**src/rtl/control_unit_pkg.sv**
```systemverilog
// Shared encodings for the 8-bit bus CPU sequencer: opcodes, step widths and
// control-word bit positions.
package cpu_pkg;

  localparam logic [3:0] OP_NOP = 4'h0;
  localparam logic [3:0] OP_LDA = 4'h1;
  localparam logic [3:0] OP_ADD = 4'h2;
  localparam logic [3:0] OP_SUB = 4'h3;
  localparam logic [3:0] OP_STA = 4'h4;
  localparam logic [3:0] OP_LDI = 4'h5;
  localparam logic [3:0] OP_JMP = 4'h6;
  localparam logic [3:0] OP_JC  = 4'h7;
  localparam logic [3:0] OP_JZ  = 4'h8;
  localparam logic [3:0] OP_OUT = 4'hE;
  localparam logic [3:0] OP_HLT = 4'hF;

  localparam int STEP_W = 3;
  localparam logic [STEP_W-1:0] LAST_STEP = 3'd4;
  localparam logic [STEP_W-1:0] HLT_STEP  = 3'd2;

  // Control word: bus drivers in the low five bits, loads/controls above.
  localparam int CW_W  = 15;
  localparam int CW_CO = 0;
  localparam int CW_RO = 1;
  localparam int CW_IO = 2;
  localparam int CW_AO = 3;
  localparam int CW_EO = 4;
  localparam int CW_MI = 5;
  localparam int CW_RI = 6;
  localparam int CW_II = 7;
  localparam int CW_AI = 8;
  localparam int CW_BI = 9;
  localparam int CW_OI = 10;
  localparam int CW_CE = 11;
  localparam int CW_J  = 12;
  localparam int CW_SU = 13;
  localparam int CW_FI = 14;

  function automatic logic [CW_W-1:0] cw_bit(input int idx);
    return CW_W'(1) << idx;
  endfunction

endpackage

```
**src/rtl/control_unit_if.sv**
```systemverilog
// Control-unit boundary: step enable, opcode and flags in; step, halt and all
// datapath strobes out.
interface control_unit_if;
  import cpu_pkg::*;

  logic              i_enable;
  logic [3:0]        i_opcode;
  logic              i_flag_c;
  logic              i_flag_z;
  logic [STEP_W-1:0] o_step;
  logic              o_hlt;
  logic              o_co, o_ro, o_io, o_ao, o_eo;
  logic              o_mi, o_ri, o_ii, o_ai, o_bi, o_oi, o_ce, o_j, o_su, o_fi;

  modport master (
    input  i_enable, i_opcode, i_flag_c, i_flag_z,
    output o_step, o_hlt,
    output o_co, o_ro, o_io, o_ao, o_eo,
    output o_mi, o_ri, o_ii, o_ai, o_bi, o_oi, o_ce, o_j, o_su, o_fi
  );

  modport slave (
    output i_enable, i_opcode, i_flag_c, i_flag_z,
    input  o_step, o_hlt,
    input  o_co, o_ro, o_io, o_ao, o_eo,
    input  o_mi, o_ri, o_ii, o_ai, o_bi, o_oi, o_ce, o_j, o_su, o_fi
  );

endinterface

```
**src/rtl/control_unit_microcode_rom.sv**
```systemverilog
// Combinational microcode table: control word and instruction length for a
// given opcode, micro-step and flag state.
module microcode_rom
  import cpu_pkg::*;
(
  input  logic [3:0]        i_opcode,
  input  logic [STEP_W-1:0] i_step,
  input  logic              i_flag_c,
  input  logic              i_flag_z,
  output logic [CW_W-1:0]   o_cw,
  output logic [STEP_W-1:0] o_len
);

  always_comb begin
    o_len = 3'd2;
    case (i_opcode)
      OP_LDA, OP_STA:                                o_len = 3'd4;
      OP_ADD, OP_SUB:                                o_len = 3'd5;
      OP_LDI, OP_JMP, OP_JC, OP_JZ, OP_OUT, OP_HLT: o_len = 3'd3;
      default:                                       o_len = 3'd2;
    endcase
  end

  always_comb begin
    o_cw = '0;
    case (i_step)
      3'd0: o_cw = cw_bit(CW_CO) | cw_bit(CW_MI);
      3'd1: o_cw = cw_bit(CW_RO) | cw_bit(CW_II) | cw_bit(CW_CE);
      3'd2: begin
        case (i_opcode)
          OP_LDA, OP_ADD, OP_SUB, OP_STA: o_cw = cw_bit(CW_IO) | cw_bit(CW_MI);
          OP_LDI: o_cw = cw_bit(CW_IO) | cw_bit(CW_AI);
          OP_JMP: o_cw = cw_bit(CW_IO) | cw_bit(CW_J);
          OP_JC:  o_cw = i_flag_c ? (cw_bit(CW_IO) | cw_bit(CW_J)) : '0;
          OP_JZ:  o_cw = i_flag_z ? (cw_bit(CW_IO) | cw_bit(CW_J)) : '0;
          OP_OUT: o_cw = cw_bit(CW_AO) | cw_bit(CW_OI);
          default: o_cw = '0;
        endcase
      end
      3'd3: begin
        case (i_opcode)
          OP_LDA:         o_cw = cw_bit(CW_RO) | cw_bit(CW_AI);
          OP_ADD, OP_SUB: o_cw = cw_bit(CW_RO) | cw_bit(CW_BI);
          OP_STA:         o_cw = cw_bit(CW_AO) | cw_bit(CW_RI);
          default:        o_cw = '0;
        endcase
      end
      3'd4: begin
        case (i_opcode)
          OP_ADD:  o_cw = cw_bit(CW_EO) | cw_bit(CW_AI) | cw_bit(CW_FI);
          OP_SUB:  o_cw = cw_bit(CW_EO) | cw_bit(CW_AI) | cw_bit(CW_FI) | cw_bit(CW_SU);
          default: o_cw = '0;
        endcase
      end
      default: o_cw = '0;
    endcase
  end

endmodule

```
**src/rtl/control_unit.sv**
```systemverilog
// Microcode sequencer: step counter and sticky halt, with enable/reset gating
// of the strobes and sole ownership of the shared bus.
module control_unit
  import cpu_pkg::*;
(
  input  logic           i_clk,
  input  logic           i_rst,
  control_unit_if.master bus
);

  logic [STEP_W-1:0] r_step;
  logic              r_halted;

  logic [CW_W-1:0]   w_cw;
  logic [CW_W-1:0]   w_cw_gated;
  logic [STEP_W-1:0] w_len;
  logic [STEP_W-1:0] w_next;
  logic              w_run;
  logic              w_hlt_step;

  microcode_rom u_rom (
    .i_opcode (bus.i_opcode),
    .i_step   (r_step),
    .i_flag_c (bus.i_flag_c),
    .i_flag_z (bus.i_flag_z),
    .o_cw     (w_cw),
    .o_len    (w_len)
  );

  assign w_run      = bus.i_enable & ~r_halted;
  assign w_hlt_step = (bus.i_opcode == OP_HLT) && (r_step == HLT_STEP);

  // Short instructions wrap straight back to fetch; LAST_STEP is a hard cap.
  assign w_next = ((r_step + 3'd1) >= w_len || r_step == LAST_STEP) ? '0 : r_step + 3'd1;

  always_ff @(posedge i_clk or negedge i_rst) begin
    if (!i_rst) begin
      r_step   <= '0;
      r_halted <= 1'b0;
    end else if (w_run) begin
      if (w_hlt_step) r_halted <= 1'b1;
      else            r_step   <= w_next;
    end
  end

  assign w_cw_gated = (i_rst && w_run) ? w_cw : '0;

  assign bus.o_step = r_step;
  assign bus.o_hlt  = i_rst & (r_halted | (w_hlt_step & bus.i_enable));

  assign bus.o_co = w_cw_gated[CW_CO];
  assign bus.o_ro = w_cw_gated[CW_RO];
  assign bus.o_io = w_cw_gated[CW_IO];
  assign bus.o_ao = w_cw_gated[CW_AO];
  assign bus.o_eo = w_cw_gated[CW_EO];
  assign bus.o_mi = w_cw_gated[CW_MI];
  assign bus.o_ri = w_cw_gated[CW_RI];
  assign bus.o_ii = w_cw_gated[CW_II];
  assign bus.o_ai = w_cw_gated[CW_AI];
  assign bus.o_bi = w_cw_gated[CW_BI];
  assign bus.o_oi = w_cw_gated[CW_OI];
  assign bus.o_ce = w_cw_gated[CW_CE];
  assign bus.o_j  = w_cw_gated[CW_J];
  assign bus.o_su = w_cw_gated[CW_SU];
  assign bus.o_fi = w_cw_gated[CW_FI];

  a_bus_onehot: assert property (@(posedge i_clk) disable iff (!i_rst)
    $onehot0({bus.o_co, bus.o_ro, bus.o_io, bus.o_ao, bus.o_eo}));

endmodule

```
**src/flat_wrapper.sv**
```systemverilog
// flat-port wrapper written by rule: the top's interface ports become plain ports
module control_unit_flat import cpu_pkg::*;
  (i_clk, i_rst, bus_i_enable, bus_i_opcode, bus_i_flag_c, bus_i_flag_z, bus_o_step, bus_o_hlt, bus_o_co, bus_o_ro, bus_o_io, bus_o_ao, bus_o_eo, bus_o_mi, bus_o_ri, bus_o_ii, bus_o_ai, bus_o_bi, bus_o_oi, bus_o_ce, bus_o_j, bus_o_su, bus_o_fi);
  control_unit_if bus_i ();
  input  logic i_clk;
  input  logic i_rst;
  input wire logic [$bits(bus_i.i_enable)-1:0] bus_i_enable;
  input wire logic [$bits(bus_i.i_opcode)-1:0] bus_i_opcode;
  input wire logic [$bits(bus_i.i_flag_c)-1:0] bus_i_flag_c;
  input wire logic [$bits(bus_i.i_flag_z)-1:0] bus_i_flag_z;
  output wire logic [$bits(bus_i.o_step)-1:0] bus_o_step;
  output wire logic [$bits(bus_i.o_hlt)-1:0] bus_o_hlt;
  output wire logic [$bits(bus_i.o_co)-1:0] bus_o_co;
  output wire logic [$bits(bus_i.o_ro)-1:0] bus_o_ro;
  output wire logic [$bits(bus_i.o_io)-1:0] bus_o_io;
  output wire logic [$bits(bus_i.o_ao)-1:0] bus_o_ao;
  output wire logic [$bits(bus_i.o_eo)-1:0] bus_o_eo;
  output wire logic [$bits(bus_i.o_mi)-1:0] bus_o_mi;
  output wire logic [$bits(bus_i.o_ri)-1:0] bus_o_ri;
  output wire logic [$bits(bus_i.o_ii)-1:0] bus_o_ii;
  output wire logic [$bits(bus_i.o_ai)-1:0] bus_o_ai;
  output wire logic [$bits(bus_i.o_bi)-1:0] bus_o_bi;
  output wire logic [$bits(bus_i.o_oi)-1:0] bus_o_oi;
  output wire logic [$bits(bus_i.o_ce)-1:0] bus_o_ce;
  output wire logic [$bits(bus_i.o_j)-1:0] bus_o_j;
  output wire logic [$bits(bus_i.o_su)-1:0] bus_o_su;
  output wire logic [$bits(bus_i.o_fi)-1:0] bus_o_fi;
  assign bus_i.i_enable = bus_i_enable;
  assign bus_i.i_opcode = bus_i_opcode;
  assign bus_i.i_flag_c = bus_i_flag_c;
  assign bus_i.i_flag_z = bus_i_flag_z;
  assign bus_o_step = bus_i.o_step;
  assign bus_o_hlt = bus_i.o_hlt;
  assign bus_o_co = bus_i.o_co;
  assign bus_o_ro = bus_i.o_ro;
  assign bus_o_io = bus_i.o_io;
  assign bus_o_ao = bus_i.o_ao;
  assign bus_o_eo = bus_i.o_eo;
  assign bus_o_mi = bus_i.o_mi;
  assign bus_o_ri = bus_i.o_ri;
  assign bus_o_ii = bus_i.o_ii;
  assign bus_o_ai = bus_i.o_ai;
  assign bus_o_bi = bus_i.o_bi;
  assign bus_o_oi = bus_i.o_oi;
  assign bus_o_ce = bus_i.o_ce;
  assign bus_o_j = bus_i.o_j;
  assign bus_o_su = bus_i.o_su;
  assign bus_o_fi = bus_i.o_fi;
  control_unit u_core (.i_clk(i_clk), .i_rst(i_rst), .bus(bus_i));
endmodule
```
**config.mk**
```make
export PLATFORM = sky130hd
export DESIGN_NAME = control_unit_flat
export DESIGN_NICKNAME = d
export VERILOG_FILES = /design/src/rtl/control_unit_pkg.sv /design/src/rtl/control_unit_if.sv /design/src/rtl/control_unit_microcode_rom.sv /design/src/rtl/control_unit.sv /design/src/flat_wrapper.sv
export SDC_FILE = /design/constraint.sdc
export NUM_CORES = 1
export LEC_CHECK = 0
export CORE_MARGIN = 2
export CORE_UTILIZATION = 45
export DETAILED_ROUTE_END_ITERATION = 7
export PLACE_DENSITY = 0.89
export SLEW_MARGIN = 5
export SYNTH_ARGS = -nofsm -noshare
export SYNTH_HDL_FRONTEND = slang
export SYNTH_SLANG_ARGS = --single-unit
```
**constraint.sdc**
```tcl
create_clock -name i_clk -period 5.9 [get_ports i_clk]
set_input_delay 1.475 -clock i_clk [delete_from_list [all_inputs] [get_ports i_clk]]
set_output_delay 1.475 -clock i_clk [all_outputs]
set_load 0.005 [all_outputs]
```
## After elaboration in Yosys (flattened, before gate mapping)

Memory sizes are Yosys's and may differ from the RTL's.
Index checks and enable logic that the tools add are counted.

- Muxes and demuxes: 8
- Bitwise gates (word level): 6
- Add/subtract/negate cells: 1
- Equal/unequal tests: 14
- Reduce and logical (&&, ||, !) cells: 8
- Magnitude comparators: 1

Operator list:

| cell | count |
|---|---|
| one-hot mux 15 bit (6 select lines) | 1 |
| one-hot mux 15 bit (5 select lines) | 1 |
| one-hot mux 10 bit (3 select lines) | 1 |
| one-hot mux 15 bit (2 select lines) | 1 |
| 2-to-1 mux 13 bit | 2 |
| equality test 4 x 3 -> 1 bit (second input constant) | 4 |
| 2-to-1 mux 15 bit | 1 |
| equality test 4 bit (second input constant) | 3 |
| equality test 4 x 2 -> 1 bit (second input constant) | 2 |
| equality test 3 x 2 -> 1 bit (second input constant) | 2 |
| equality test 4 x 1 -> 1 bit (second input constant) | 1 |
| AND reduction 2 bit | 2 |
| OR reduction 4 bit | 1 |
| adder 3 x 1 -> 3 bit (second input constant) | 1 |
| AND 1 bit | 3 |
| equality test 3 x 1 -> 1 bit (second input constant) | 1 |
| equality test 3 bit (second input constant) | 1 |
| >= comparator 3 bit | 1 |
| zero test 3 bit | 1 |
| 2-to-1 mux 3 bit | 1 |
| logical AND 1 bit | 2 |
| NOT 1 bit | 2 |
| OR reduction 2 bit | 1 |
| logical OR 1 bit | 1 |
| bitwise OR 1 bit | 1 |

- Flip-flop bits (word level): 4
- Memories: 1
- Output and inout port bits: 19
- Bits of input ports: 9
- Bits in read-only memories: 48
- Word-level logic and storage cells: 41

Memories:

| name | depth | width | rd ports | clocked after memory_dff | wr ports | RTL line | source |
|---|---|---|---|---|---|---|---|
| (name not given) | 16 | 3 | 1 | 0 | 0 | control_unit_microcode_rom.sv:16 | `case (i_opcode)` |

## Logic depth before layout (Yosys ltp)

Gate-level depths: netlist (run 1).

- Depth in word-level cells: 5
- Gate-level depth with buffers: 10

## Hierarchy

Synthesis (run 1) repeated with hierarchy kept, for this count alone.

- Cell total of the unflattened synthesis: 99
- Area total of the unflattened synthesis: 778.2 um^2

Modules (own cells, without submodules):

| module | sequential area each (um^2) | area each (um^2) | instances | cells an instance |
|---|---|---|---|---|
| control_unit | 100.1 | 466.7 | 1 | 54 |
| microcode_rom | 0.0 | 311.5 | 1 | 45 |

## Worst setup path after synthesis (run 1)

OpenSTA, ideal clock, no wires.

- Path kind: input-to-output
- From: input port bus_i_opcode[0]
- To: output port bus_o_ai
- Cell stages on the path: 4
- Data arrival time: 2.350 ns
- Path slack: 2.075 ns
- Required time: 4.425 ns
- Path buffers: 1
- Path through: buf_2 -> inv_1 -> or4_1 -> a21oi_1

- Cells in the longest elaborated chain, start to end: 5
- Elaborated cells between the ends (all ways): 16
- Classes of those cells: eq/ne: 9; mux: 5; reduce/logical: 2

Ends and longest elaborated chain:

| element | RTL line | source |
|---|---|---|
| from (decl) | flat_wrapper.sv:8 | `input wire logic [$bits(bus_i.i_opcode)-1:0] bus_i_opcode;` |
| equality test 4 x 2 -> 1 bit, or another cell as far along | control_unit_microcode_rom.sv:30, control_unit_microcode_rom.sv:41, control_unit_microcode_rom.sv:49 |  |
| OR reduction 4 bit or OR reduction 2 bit (tied branches) | control_unit_microcode_rom.sv:30, control_unit_microcode_rom.sv:41 |  |
| one-hot mux 15 bit (6 select lines) or one-hot mux 10 bit (3 select lines) (tied branches) | control_unit_microcode_rom.sv:30, control_unit_microcode_rom.sv:41 |  |
| one-hot mux 15 bit (5 select lines) (*) | control_unit_microcode_rom.sv:26 | `case (i_step)` |
| 2-to-1 mux 15 bit (*) | control_unit.sv:46 | `assign w_cw_gated = (i_rst && w_run) ? w_cw : '0;` |
| to (decl) | flat_wrapper.sv:21 | `output wire logic [$bits(bus_i.o_ai)-1:0] bus_o_ai;` |

Every way passes the cells marked *; elsewhere a longest branch is shown, timed or not.

## Final worst setup path (run 1)

- From: input port bus_i_opcode[2]
- To: output port bus_o_hlt

- Cells in the longest elaborated chain, start to end: 5

Ends and longest elaborated chain:

| element | RTL line | source |
|---|---|---|
| equality test 4 bit | control_unit.sv:31 | `assign w_hlt_step = (bus.i_opcode == OP_HLT) && (r_step == HLT_STEP);` |
| logical AND 1 bit | control_unit.sv:31 |  |
| AND 1 bit | control_unit.sv:49 | `assign bus.o_hlt = i_rst & (r_halted \| (w_hlt_step & bus.i_enable));` |
| bitwise OR 1 bit | control_unit.sv:49 |  |
| AND 1 bit | control_unit.sv:49 |  |
| to (decl) | flat_wrapper.sv:12 | `output wire logic [$bits(bus_i.o_hlt)-1:0] bus_o_hlt;` |

Every way passes these cells.

==> qor.yml, run 1 <==
synth_area_um2: 668
p_seq_share_pct: 21.3
criticalPathCategory: "in2out"
ios: 28
power.static_leakage_nw: 0.380
end_kind: "primary output"
syn2layout_area_growth_pct: 39.5
clk_pin_slew_ns: 0.03
p_clk_share_pct: 13.4
drive_gt1_share_pct: 7.89
hold_viol_final: 0
slowest_stage: "clkdlybuf4s50_1"
status: "completed"
first_iter_violations: 14
slew-limit-headroom_pct: 68.1
detail_route.wl_per_cell_um: 12.1
yosysTopAreaCell: "dfrtp_1"
switching_share_pct: 42.5
antenna-diode-count: 0
grt_setup_unrepaired: "false"
via_count: 723
cts_root_buffer: "clkbuf_4"
async_reset_ff_share_pct: 100
p_int_mw: 0.137
fin_skew_ns: 0.00118
synth-seq-area-share_pct: 15.0
dp_cells: 126
synth.most_common_cell: "nor2_1"
track_usage_pct: 20.1
overflow: 0
fin_nets: 133
initial_core_util_pct: 49.5
clkSinkCount: 4
synth_common_cells: "nor2_1 (10), ha_1 (8), inv_1 (8), nor3_1 (8)"
finalMaxSlewViolations: 0
crit_top_cell: "clkdlybuf4s50_1"
port_buffers: 27
htree_levels: 1
hold_class: "reg2reg"
via_per_inst: 5.60
drv_cap: 0
cp_max_fo: 12
ys_types: 33
cts_resized: 0
power_switching_mw: 0.101
crit_arrival_ns: 3.56
finalNonFillerCells: 129
antenna_found_initial: 0
grt_pass1_vias: 733
period_needed_ns: 5.03
postCtsSetupRepairBufs: 0
cts_hold_buf: 0
grt_pass1_wl_um: 2860
drcViolationCount: 0
antenna_left: 0
synth.top_cell.area_share_pct: 15.0
synth-edff-count: 0
wirelength_um: 1570
synthTopCellsByArea: "dfrtp_1 (15%), ha_1 (15%), nor3_1 (6.0%)"
cts_tree: "built"
syn_area_per_cell_um2: 7.34
synthFlopType: "dfrtp_1"
fp-row-count: 13
dieArea_um2: 1810
fmax_mhz: 199
setup_tns_ns: 0
clk-insertion-delay-late_ns: 0.23
syn_nets: 108
crit_required_ns: 4.43
ys_warn_count: 0
cts_buffers: 3
globalplace.congestion: 0.867
power_frac_comb_pct: 65.3
critical_path.cell_chain: "clkdlybuf4s50_1 > nand2_1 > nor3_1 > a21o_1 > and2_1 > clkdlybuf4s50_1"
finalCritPeriodShare_pct: 85.3
die_y_um: 42.5
slowest_delay_ns: 0.71
first_pass_iters: 4
nFillCells: 120
grt_max_degree: 15
startpoint_type: "primary input"
power-per-cell-area_nw_per_um2: 255
path_delay_family: "buffers and inverters"
core_area_um2: 1350
synth_seq_cells: 4
setup_viol: 0
syn_inst: 91
worst_pin_slew_ns: 0.477
clock_path_buffers: 2
peakVddDrop_mv: 0.219
dp.final_hpwl_um: 1280
dieWidth_um: 42.5
critPathBufInv: 2
## layout make-up
class	count	area, um^2	area share, %
flip-flops and latches	4	100	10.7
clock buffers	3	22.5	2.42
inverters	8	30.0	3.22
multi-input cells	72	490	52.6
well taps	15	18.8	2.01
repair buffers	27	270	29.0
## metal layers
metal	global-route usage, %	part of all wire [%]	vias up
li1	-	-	371
met1	22.8	43	332
met2	36.6	52	20
met3	3.88	4.9	0
met4	7.50	0	0
met5	0	0	-
## metrics by stage
stage / worst slack, ns / cell area, um^2 / util, % / hold WS, ns / power, mW
finish: 0.868 / 932 / 69.0 / 0.467 / 0.238
global route: 0.733 / 932 / 69.0 / 0.493 / 0.266
CTS: 0.867 / 932 / 69.0 / 0.468 / 0.241
detailed placement: 0.883 / 910 / 67.4 / 0.461 / 0.207
global placement: 0.887 / 910 / 67.4 / 0.453 / 0.202
floorplan: 2.08 / 668 / - / 0.441 / 0.150
## logic make-up (layout without fill, tap and decap cells)
kind of cell | Yosys count | count (layout) | synth area share [%]
and+or+nand+nor | 42 | 42 | 35.2
AOI/OAI and AO/OA | 20 | 20 | 20.0
adders and majority gates | 8 | 8 | 15.0
DFF | 4 | 4 | 15.0
buffers and inverters | 15 | 38 | 11.6
muxes | 2 | 2 | 3.18
## cells in the final DEF, fill, tap and decap left out, drive strengths merged, types with 2 or more instances in the layout
master	Yosys	layout
a21oi	7	7
inv	8	8
nand2b	2	2
ha	8	8
dfrtp	4	4
nor3b	2	2
nand2	7	7
nand3	3	3
clkbuf	0	3
nor3	8	8
nor4b	2	2
a21o	2	2
clkdlybuf4s50	0	27
nor2	10	10
o21ai	3	3
nor2b	3	3
o31ai	2	2
## flip-flops by register name, indices dropped and copies added, names as in the netlist
signal and cells:
u_core.bus.o_step 3, u_core.r_halted 1
## power groups by stage
stage               combinational, mW  clock [mW]  sequential, mW
floorplan                       0.103           0          0.0477
global placement                0.151           0          0.0508
detailed placement              0.156           0          0.0511
CTS                             0.156      0.0342          0.0508
global route                    0.175      0.0370          0.0531
finish                          0.155      0.0320          0.0506
## worst paths after layout
path	slack [ns]	endpoint	startpoint	depth (start not counted)
max in group asynchronous	4.15	u_core.bus.o_step[2]$_DFFE_PN0P_	i_rst	1
worst min register to register	0.47	u_core.r_halted$_DFFE_PN0P_	u_core.r_halted$_DFFE_PN0P_	1
worst max-delay path	0.87	bus_o_hlt	bus_i_opcode[2]	6
worst min-delay path	0.47	u_core.r_halted$_DFFE_PN0P_	u_core.r_halted$_DFFE_PN0P_	1
min in group asynchronous	1.51	u_core.bus.o_step[0]$_DFFE_PN0P_	i_rst	1
worst max register to register	3.75	u_core.bus.o_step[2]$_DFFE_PN0P_	u_core.bus.o_step[0]$_DFFE_PN0P_	8
## worst reg2reg max path: cells and delay by family (launching register included)
family	cells	cell delay, ns
fa+ha+maj	3	0.81
mux	1	0.27
simple gates	1	0.08
buf+inv	1	0.05
compound gates	2	0.39
flops	1	0.44
(Power assumes the default switching activity.)
==> inputs of run 2 (changes only) <==
==> constraint.sdc (replaced) <==
create_clock -name i_clk -period 5.9 [get_ports i_clk]
set_input_delay 1.475 -clock i_clk [delete_from_list [all_inputs] [get_ports i_clk]]
set_output_delay 1.475 -clock i_clk [all_outputs]
set_load 0.1 [all_outputs]
==> qor.yml, run 2 (synthesized netlist as in run 1, its figures left out) <==
grt_pass1_wl_um: 2670  # was 2860 um
setup_viol: 0  # unchanged
hold_viol_final: 0  # unchanged
power.static_leakage_nw: 0.412  # was 0.380 nW
cts_tree: "built"  # unchanged
grt_max_degree: 15  # unchanged
first_iter_violations: 7  # was 14
drive_gt1_share_pct: 21.9  # was 7.89%
clk-insertion-delay-late_ns: 0.23  # about the same
fp-row-count: 13  # unchanged
power-per-cell-area_nw_per_um2: 383  # was 255 nW/um^2
drv_cap: 0  # unchanged
cts_buffers: 3  # unchanged
hold_ws_ns: 0.488  # was 0.467 ns
cts_hold_buf: 0  # unchanged
fin_skew_ns: 0.000960  # was 0.00118 ns
criticalPathCategory: "in2out"  # unchanged
dp_slack_ns: 1.07  # was 0.883 ns
via_count: 712  # was 723
cts_resized: 0  # unchanged
worst_pin_slew_ns: 0.984  # was 0.477 ns
slew-limit-headroom_pct: 34.2  # was 68.1%
p_total_mw: 0.341  # was 0.238 mW
dieWidth_um: 42.5  # unchanged
finalCritPeriodShare_pct: 82.5  # was 85.3%
clkSinkCount: 4  # unchanged
syn2layout_area_growth_pct: 33.5  # was 39.5%
reg2reg_from: "u_core.bus.o_step[0]$_DFFE_PN0P_"  # unchanged
final_util_pct: 66.1  # was 69.0%
finalMaxSlewViolations: 0  # unchanged
highest_layer: "met3"  # unchanged
min_to: "u_core.r_halted$_DFFE_PN0P_"  # unchanged
initial_core_util_pct: 49.5  # unchanged
drcViolationCount: 0  # unchanged
crit_arrival_ns: 3.39  # was 3.56 ns
drt-met1-wl_um: 747  # was 677 um
finalNonFillerCells: 129  # unchanged
startpoint_type: "primary input"  # unchanged
cts_root_buffer: "clkbuf_4"  # unchanged
final_cell_area_um2: 892  # was 932 um^2
dp.final_hpwl_um: 1300  # was 1280 um
met2_wirelength_um: 799  # was 812 um
dieArea_um2: 1810  # unchanged
dp_cells: 126  # unchanged
ios: 28  # unchanged
track_usage_pct: 18.5  # was 20.1%
largest_reg_flops: 3  # unchanged
htree_levels: 1  # unchanged
final_common_cell: "buf_4"  # was clkdlybuf4s50_1
overflow: 0  # unchanged
grt_pass1_vias: 656  # was 733
fin_nets: 133  # unchanged
period_needed_ns: 4.87  # was 5.03 ns
peakVddDrop_mv: 0.256  # was 0.219 mV
fmax_mhz: 205  # was 199 MHz
antenna_left: 0  # unchanged
status: "completed"  # unchanged
min_path_cells: 1  # unchanged
globalplace.congestion: 0.823  # was 0.867
core_area_um2: 1350  # unchanged
first_pass_iters: 3  # was 4
via_per_inst: 5.52  # was 5.60
antenna-diode-count: 0  # unchanged
wirelength_um: 1610  # was 1570 um
port_buffers: 27  # unchanged
cp_max_fo: 10  # was 12
hold_class: "reg2reg"  # unchanged
setup_tns_ns: 0  # unchanged
detail_route.wl_per_cell_um: 12.5  # was 12.1 um
clk_pin_slew_ns: 0.03  # about the same
crit_required_ns: 4.43  # about the same
reg2reg_slack_ns: 3.68  # was 3.75 ns
placed_area_um2: 870  # was 910 um^2
die_y_um: 42.5  # unchanged
rr_worst_depth: 8  # unchanged
clock_path_buffers: 2  # unchanged
worstHoldStart: "u_core.r_halted$_DFFE_PN0P_"  # unchanged
mostFrequentLayoutCells: "buf_4 (16), clkdlybuf4s50_1 (11), nor2_1 (10)"  # was clkdlybuf4s50_1 (27), nor2_1 (10), inv_1 (8), nor3_1 (8), ha_1 (8)
route.met3.wl_um: 63  # was 76 um
rr_endpoint: "u_core.bus.o_step[2]$_DFFE_PN0P_"  # unchanged
grt_setup_unrepaired: "false"  # unchanged
nFillCells: 119  # was 120
fin_ws_ns: 1.03  # was 0.868 ns
antenna_found_initial: 0  # unchanged
end_kind: "primary output"  # unchanged
postCtsSetupRepairBufs: 0  # unchanged
-- run 2: area by class of cell --
class                           instances  area [um^2]  share of cell area [%]
Tap cell                               15         18.8                    2.10
Inverter                                8         30.0                    3.37
Clock buffer                            3         22.5                    2.52
Timing Repair Buffer                   27          230                    25.8
Sequential cell                         4          100                    11.2
Multi-Input combinational cell         72          490                    55.0
-- run 2: worst max-delay path by stage --
stage | start | slack (ns) | endpoint
2_1_floorplan | bus_i_opcode[0] | 0.21 | bus_o_io
3_3_place_gp | bus_i_opcode[1] | 1.12 | bus_o_oi
3_5_place_dp | bus_i_opcode[1] | 1.07 | bus_o_oi
4_1_cts | bus_i_opcode[1] | 1.05 | bus_o_oi
5_1_grt | bus_i_opcode[2] | 0.92 | bus_o_oi
6_report | bus_i_opcode[1] | 1.03 | bus_o_oi
-- run 2: routing by layer --
layer  vias up  track usage (%)
met1       324             22.3
met5         -                0
met3         0            0.431
met2        20             34.8
met4         0             5.63
li1        368                -
-- run 2: worst max-delay path, cell delays in order --
cell             delay, ns
clkdlybuf4s50_1       0.70
nand2_1               0.22
nor4b_1               0.49
nor2b_1               0.20
buf_4                 0.30
-- run 2: where the power goes --
group          internal, mW  switching (mW)  leakage (nW)
clock                0.0226         0.00913        0.0138
sequential           0.0376          0.0141        0.0525
combinational        0.0734           0.185         0.346
total                 0.134           0.208         0.412
